### config.mk
export PLATFORM = sky130hd
export DESIGN_NAME = dms_ctrl
export DESIGN_NICKNAME = d
export VERILOG_FILES = /design/src/rtl/dms_ctrl.sv
export SDC_FILE = /design/constraint.sdc
export NUM_CORES = 1
export LEC_CHECK = 0
export BUFFER_PORTS_ARGS = -buffer_cell sky130_fd_sc_hd__buf_2
export CORE_MARGIN = 2
export CORE_UTILIZATION = 35
export DETAILED_ROUTE_END_ITERATION = 12
export PLACE_DENSITY_LB_ADDON = 0.12
export REMOVE_ABC_BUFFERS = 1
export SYNTH_ARGS = -nofsm -noshare
export SYNTH_HDL_FRONTEND = slang
export SYNTH_SLANG_ARGS = --single-unit
### constraint.sdc
create_clock -name clk -period 4.1 [get_ports clk]
set_input_delay 0.205 -clock clk [delete_from_list [all_inputs] [get_ports clk]]
set_output_delay 0.205 -clock clk [all_outputs]
set_load 0.005 [all_outputs]
### src/rtl/dms_ctrl.sv
// dms_ctrl -- serial stream sequencer for a key-configured decryptor.
//
// Accepts a key configuration (size exponent n, private exponent word d,
// modulus word caps) and shifts it out MSB-first on str while mode=1:
// 4 bits of n, then K=2**n bits of d, then K bits of caps. It then accepts
// message bits one at a time and encodes each as a pulse-width symbol of
// SYM_LEN cycles (HI_LONG high cycles for a 1, HI_SHORT for a 0). The last
// bit is followed by a one-cycle closing high on str.
//
// Ports:
//   clk, reset            clock, asynchronous active-high reset
//   cfg_valid/cfg_ready   configuration handshake (cfg_n, cfg_d, cfg_caps)
//   tx_valid/tx_ready     message bit handshake (tx_bit, tx_last)
//   str                   serial stream to the decryptor
//   mode                  1 = configuration phase, 0 = message phase
//   busy                  controller is not idle
//   cfg_err               one-cycle pulse when cfg_n > 5 is offered
//   done                  one-cycle pulse after the closing symbol
//
// state      | meaning
// -----------+-------------------------------------------------
// S_IDLE     | waiting for a configuration
// S_CFG_N    | shifting n[3:0]
// S_CFG_D    | shifting d[K-1:0]
// S_CFG_CAPS | shifting caps[K-1:0]
// S_MSG_WAIT | waiting for the next message bit
// S_MSG_SYM  | emitting one pulse-width symbol
// S_MSG_END  | closing high cycle after the last bit

module dms_ctrl #(
  parameter int SYM_LEN  = 8,
  parameter int HI_LONG  = 6,
  parameter int HI_SHORT = 2
) (
  input  logic        clk,
  input  logic        reset,
  input  logic        cfg_valid,
  output logic        cfg_ready,
  input  logic [3:0]  cfg_n,
  input  logic [31:0] cfg_d,
  input  logic [31:0] cfg_caps,
  input  logic        tx_valid,
  output logic        tx_ready,
  input  logic        tx_bit,
  input  logic        tx_last,
  output logic        str,
  output logic        mode,
  output logic        busy,
  output logic        cfg_err,
  output logic        done
);

  localparam logic [2:0] S_IDLE     = 3'd0;
  localparam logic [2:0] S_CFG_N    = 3'd1;
  localparam logic [2:0] S_CFG_D    = 3'd2;
  localparam logic [2:0] S_CFG_CAPS = 3'd3;
  localparam logic [2:0] S_MSG_WAIT = 3'd4;
  localparam logic [2:0] S_MSG_SYM  = 3'd5;
  localparam logic [2:0] S_MSG_END  = 3'd6;

  localparam logic [5:0] SYM_LAST = 6'(SYM_LEN - 1);

  logic [2:0]  state;
  logic [5:0]  cnt;
  logic [3:0]  n_lat;
  logic [31:0] d_lat;
  logic [31:0] caps_lat;
  logic        bit_lat;
  logic        last_lat;

  logic [4:0]  k_top;
  logic [4:0]  cnt_m1;
  logic [5:0]  cnt_p1;
  logic [1:0]  nidx;
  logic [5:0]  hi_len;

  // Index of the MSB of a K-bit word; n_lat is at most 5 so this fits.
  assign k_top  = 5'((6'd1 << n_lat) - 6'd1);
  assign cnt_m1 = cnt[4:0] - 5'd1;
  assign cnt_p1 = cnt + 6'd1;
  // n[3] goes out on the handshake edge, so CFG_N counts 0..2 for n[2..0].
  assign nidx   = 2'd2 - cnt[1:0];
  assign hi_len = bit_lat ? 6'(HI_LONG) : 6'(HI_SHORT);

  assign busy = (state != S_IDLE);

  // Outputs are registered: each branch loads the value that belongs to
  // the cycle after the edge, alongside the state/counter update.
  always_ff @(posedge clk or posedge reset) begin
    if (reset) begin
      state     <= S_IDLE;
      cnt       <= '0;
      n_lat     <= '0;
      d_lat     <= '0;
      caps_lat  <= '0;
      bit_lat   <= 1'b0;
      last_lat  <= 1'b0;
      cfg_ready <= 1'b0;
      tx_ready  <= 1'b0;
      str       <= 1'b0;
      mode      <= 1'b0;
      cfg_err   <= 1'b0;
      done      <= 1'b0;
    end else begin
      cfg_err <= 1'b0;
      done    <= 1'b0;
      case (state)
        S_IDLE: begin
          cfg_ready <= 1'b1;
          if (cfg_valid && cfg_ready) begin
            if (cfg_n > 4'd5) begin
              cfg_err <= 1'b1;
            end else begin
              n_lat     <= cfg_n;
              d_lat     <= cfg_d;
              caps_lat  <= cfg_caps;
              state     <= S_CFG_N;
              cnt       <= '0;
              str       <= cfg_n[3];
              mode      <= 1'b1;
              cfg_ready <= 1'b0;
            end
          end
        end
        S_CFG_N: begin
          if (cnt == 6'd3) begin
            state <= S_CFG_D;
            cnt   <= {1'b0, k_top};
            str   <= d_lat[k_top];
          end else begin
            cnt <= cnt_p1;
            str <= n_lat[nidx];
          end
        end
        S_CFG_D: begin
          if (cnt == 6'd0) begin
            state <= S_CFG_CAPS;
            cnt   <= {1'b0, k_top};
            str   <= caps_lat[k_top];
          end else begin
            cnt <= {1'b0, cnt_m1};
            str <= d_lat[cnt_m1];
          end
        end
        S_CFG_CAPS: begin
          if (cnt == 6'd0) begin
            state    <= S_MSG_WAIT;
            str      <= 1'b0;
            mode     <= 1'b0;
            tx_ready <= 1'b1;
          end else begin
            cnt <= {1'b0, cnt_m1};
            str <= caps_lat[cnt_m1];
          end
        end
        S_MSG_WAIT: begin
          if (tx_valid && tx_ready) begin
            bit_lat  <= tx_bit;
            last_lat <= tx_last;
            state    <= S_MSG_SYM;
            cnt      <= '0;
            tx_ready <= 1'b0;
            // Both high lengths are at least 1, so every symbol opens high.
            str      <= 1'b1;
          end
        end
        S_MSG_SYM: begin
          if (cnt == SYM_LAST) begin
            cnt <= '0;
            if (last_lat) begin
              state <= S_MSG_END;
              str   <= 1'b1;
            end else begin
              state    <= S_MSG_WAIT;
              str      <= 1'b0;
              tx_ready <= 1'b1;
            end
          end else begin
            cnt <= cnt_p1;
            str <= (cnt_p1 < hi_len);
          end
        end
        S_MSG_END: begin
          state     <= S_IDLE;
          str       <= 1'b0;
          done      <= 1'b1;
          cfg_ready <= 1'b1;
        end
        default: begin
          state     <= S_IDLE;
          str       <= 1'b0;
          mode      <= 1'b0;
          tx_ready  <= 1'b0;
          cfg_ready <= 1'b0;
        end
      endcase
    end
  end

endmodule

Word-level counts from Yosys, hierarchy flattened
Index checks and enable logic that the tools add are counted.
- flip-flop bits (word level): 85
- latch bits: 0
- bits in writable memories: 0
- ROM bits: 0
- input bits: 74
- logic and storage cells: 111
- memories: 0
- $add $sub $neg: 4
- multipliers: 0
- divide/modulo/power cells: 0
- $lt $le $gt $ge: 5
- equality and inequality tests: 17
- shift-type cells: 1
- mux-type cells: 52
- bitwise logic cells: 3
- reductions and logical operators: 16
- operators by type and width (kind ; number):
    $mux W6 ; 6
    $pmux W6 S6 ; 1
    $mux W1 ; 25
    $mux W3 ; 8
    $bmux W1 S5 ; 4
    $ne A2 B2 Y1 const B ; 9
    $pmux W3 S6 ; 1
    $lt A5 B6 Y1 const B ; 2
    $reduce_and A5 Y1 ; 2
    $reduce_or A5 Y1 ; 2
    $sub A5 B1 Y5 const B ; 2
    $eq A3 B3 Y1 const B ; 3
    $reduce_and A7 Y1 ; 1
    $add A6 B1 Y6 const B ; 1
    $eq A3 B2 Y1 const B ; 2
    $eq A6 B2 Y1 const B ; 1
    $eq A6 B3 Y1 const B ; 1
    $logic_not A6 Y1 ; 1
    $lt A6 B3 Y1 ; 1
    $pmux W1 S3 ; 2
    $pmux W1 S6 ; 1
    $reduce_and A3 Y1 ; 2
    $reduce_bool A6 Y1 ; 1
    $mux W5 ; 1
    15 further kinds ; 18

Longest topological paths before layout
- word-level depth: 6
- gate-level depth with buffers: 11
- depth with buffers taken out: 8

Least setup slack after synthesis
OpenSTA, ideal clock, no wires.
- path kind: reg2reg
- start: register cnt[0]
- end: register str
- library setup time: 136 ps
- arrival: 2844 ps
- slack: 1121 ps
- stages on the path, launching flop included: 11
- path buffers: 4
- clock period less this slack: 2979 ps
- path through: dfrtp_1 -> buf_6 -> buf_6 -> inv_1 -> ha_1 -> clkbuf_1 -> buf_2 -> mux4_2 -> mux4_2 -> o211ai_1 -> o221ai_2
- longest elaborated chain between the ends: 5
- elaborated cells on any way between the ends: 18
- RTL lines (item ; line ; text):
    start, declared ; 64 ; logic [5:0] cnt;
    start signal, assigned ; 128 ; cnt <= {1'b0, k_top};
    start signal, assigned ; 131 ; cnt <= cnt_p1;
    start signal, assigned ; 138 ; cnt <= {1'b0, k_top};
    $sub A5 B1 Y5 / $sub A2 B2 Y2 (equally long branches) ; 79, 82 ;
    $bmux W1 S5 (tied with other cells) ; 153 ; str <= caps_lat[cnt_m1];
    $mux W1 (on tied branches) ; 153, 132, 142 ;
    $mux W1 (on tied branches) ; 146, 126, 136 ;
    $pmux W1 S6 * ; 107 ; case (state)
    end signal, assigned ; 119 ; str <= cfg_n[3];
    end signal, assigned ; 142 ; str <= d_lat[cnt_m1];
    end signal, assigned ; 153 ;
    end, declared ; 46 ; output logic str,
Mark *: on every way between the ends. The rest lies on a longest branch, timed or not. The select of a mux whose other input is x is not followed.
A chain may end at the register's enable or synchronous reset.

Worst setup path in the final report
Same ends and word-level chain as after synthesis.

==> results.cfg <==
[synth]
synthArstFlopShare_pct = 100
synthTopCellsByArea = dfrtp_1 (46%), mux2_2 (16%), mux4_2 (9.2%), o21ai_0 (2.0%), nand2_1 (1.7%)
synth-edff-count = 0
ys_types = 55
synth_top_cell_area_share_pct = 45.7
ys_ff_latch = 85
ys_warn_count = 0
avgSynthCellArea_um2 = 12.1
synth_area_um2 = 4660
yosysMostFrequentCell = dfrtp_1
seq_area_frac_synth_pct = 45.7
synth_commonest_cells = dfrtp_1 (85), mux2_2 (68), nand2_1 (21)
yosysTopAreaCell = dfrtp_1
syn_inst = 386
synthFlopType = dfrtp_1

[clocking]
cts.sinks = 85
cts_resized = 0
postCtsSetupBuffers = 0
clk_latency_ns = 0.35
cts-root-buf = clkbuf_16
ctsHoldBuffers = 0
clk_path_buf_depth = 2
htreeDepth = 3
clk_pin_slew_worst_paths_ns = 0.06
cts_buffers = 9
cts_tree = yes

[power]
p_leak_nw = 2.48
switching_share_pct = 38.7
seq_power_share_pct = 36.3
p_int_mw = 2.56
peakVddDrop_uv = 269
powerDensity_nw_per_um2 = 761
combPwrFrac_pct = 44.9
netSwitchingPower_mw = 1.62
power_mw = 4.18
p_clk_share_pct = 18.8

[critical_path]
crit_arrival_ns = 3.43
reg2reg_from = cnt[0]
cp_max_fo = 13
critPathCaptureType = flop
startpoint_type = flop
crit_required_ns = 4.31
crit_start = cnt[0]
worst_r2r_endpoint = str
ff2ff_setup_slack_ns = 0.88
crit_path_end = str
crit_type = flop to flop
worst_r2r_path_depth = 8

[placed_design]
place_congestion = 0.860
port-buffer-count = 80
hpwlAfterDp_um = 8280

[die]
die_y_um = 119
core_um2 = 13100
dieArea_um2 = 14200
initial_core_util_pct = 35.5
die_x_um = 119
io_pins = 81
std_cell_rows = 42

[route]
drtAntennaViolNets = 0
wl_per_cell_um = 17.9
remaining_drc_errors = 0
dr.pass1.iters = 4
vias = 3366
wirelength_um = 11400
drtIter0Drc = 186
via_per_inst = 5.28

[global_route]
grt_pass1_wl_um = 18800
grt_usage_pct = 17.3
grt_max_degree = 68
overflow = 0
grt_pass1_vias = 3400
antenna_found_initial = 0

[run_status]
status = complete, no violations

[finish]
final_nets = 537
antenna_cells = 0
multiInputGateArea_um2 = 2360
area_growth_pct = 17.9
fill_cells = 1302
seq_area_um2 = 2130
drive_gt1_share_pct = 42.6

[timing]
finalSetupViolCount = 0
worst_pin_slew_ns = 0.947
tns_ns = 0
fmax_ghz = 0.311
period_needed_ns = 3.22
slew_headroom_pct = 36.9
skew_ns = 0.00508
hold_violations = 0
maxSlewViolCount = 0
rsz0062_at_grt = no
fin_crit_sh_pct = 78.5

[worst_hold_path]
hp-class = input port to async pin

[job]
cap_viol_max_count = 0
## how the worst min path moves through the flow
stage	start	to	depth (start not counted)
after floorplan	tx_bit	bit_lat	2
after global placement	reset	d_lat[16]	2
after detailed placement	reset	d_lat[17]	2
after CTS	reset	d_lat[16]	2
after global routing	cfg_caps[10]	caps_lat[10]	2
final	reset	d_lat[17]	2
## critical path: stages, from the launching register on
cell and delay, ns:
dfrtp_1 0.68, inv_1 0.13, ha_1 0.51, buf_4 0.30
mux4_2 0.52, mux2i_1 0.21, a2111oi_2 0.10, nor4_1 0.49
o221ai_2 0.14
## cell type report
cell class | instances | share of cell area, %
well taps | 176 | 4.01
clock inverters | 4 | 0.570
clock buffers | 12 | 4.67
flip-flops and latches | 85 | 38.7
repair buffers | 85 | 7.97
inverters | 14 | 0.980
multi-input cells | 262 | 43.1
## metrics by stage
stage                     instances  area [um2]  setup WS (ns)  utilization (%)  hold WS, ns
after floorplan                 361        4530          0.785                -        0.322
after global placement          622        5200          0.967             39.6        0.413
after detailed placement        622        5200          0.860             39.6        0.413
after CTS                       638        5490          0.835             41.8       0.0383
after global routing            638        5490          0.653             41.8       0.0774
final                           638        5490          0.880             41.8       0.0135
## layer usage
layer,up-vias,global-route usage (%),share of wire [%]
met2,70,26.9,48
met3,7,2.97,3.5
met4,0,7.06,1.3
met5,-,0,0
met1,1699,24.0,48
li1,1590,-,-
## state kept, by name, indices dropped and copies added (netlist names)
register / count
bit_lat: 1
caps_lat: 32
cfg_err: 1
cfg_ready: 1
cnt: 6
d_lat: 32
done: 1
last_lat: 1
mode: 1
n_lat: 4
state: 3
str: 1
tx_ready: 1
## kinds of logic after synthesis
kind of cell | after synthesis | share of synthesized area (%)
xor+xnor | 9 | 2.10
buf+inv | 39 | 3.84
flops | 85 | 45.7
simple gates | 84 | 9.29
fa+ha+maj | 6 | 1.61
compound gates | 71 | 10.8
mux | 92 | 26.7
## cells in the final DEF, fill, tap and decap left out, types with 13 or more instances in the layout
| cell type | netlist | layout |
|---|---|---|
| buf_2 | 8 | 80 |
| dfrtp_1 | 85 | 85 |
| inv_1 | 14 | 13 |
| mux2_2 | 68 | 68 |
| mux4_2 | 19 | 19 |
| nand2_1 | 21 | 21 |
| nor2_1 | 19 | 19 |
| o21ai_0 | 19 | 19 |
## power groups by stage
stage | Clock, mW | Sequential (mW) | Combinational (mW)
after global routing | 0.844 | 1.57 | 2.08
after floorplan | 0 | 1.44 | 1.41
final | 0.787 | 1.52 | 1.88
after global placement | 0 | 1.54 | 1.86
after CTS | 0.809 | 1.52 | 1.90
after detailed placement | 0 | 1.53 | 1.88
No activity file was read; power rests on OpenSTA's default activity.
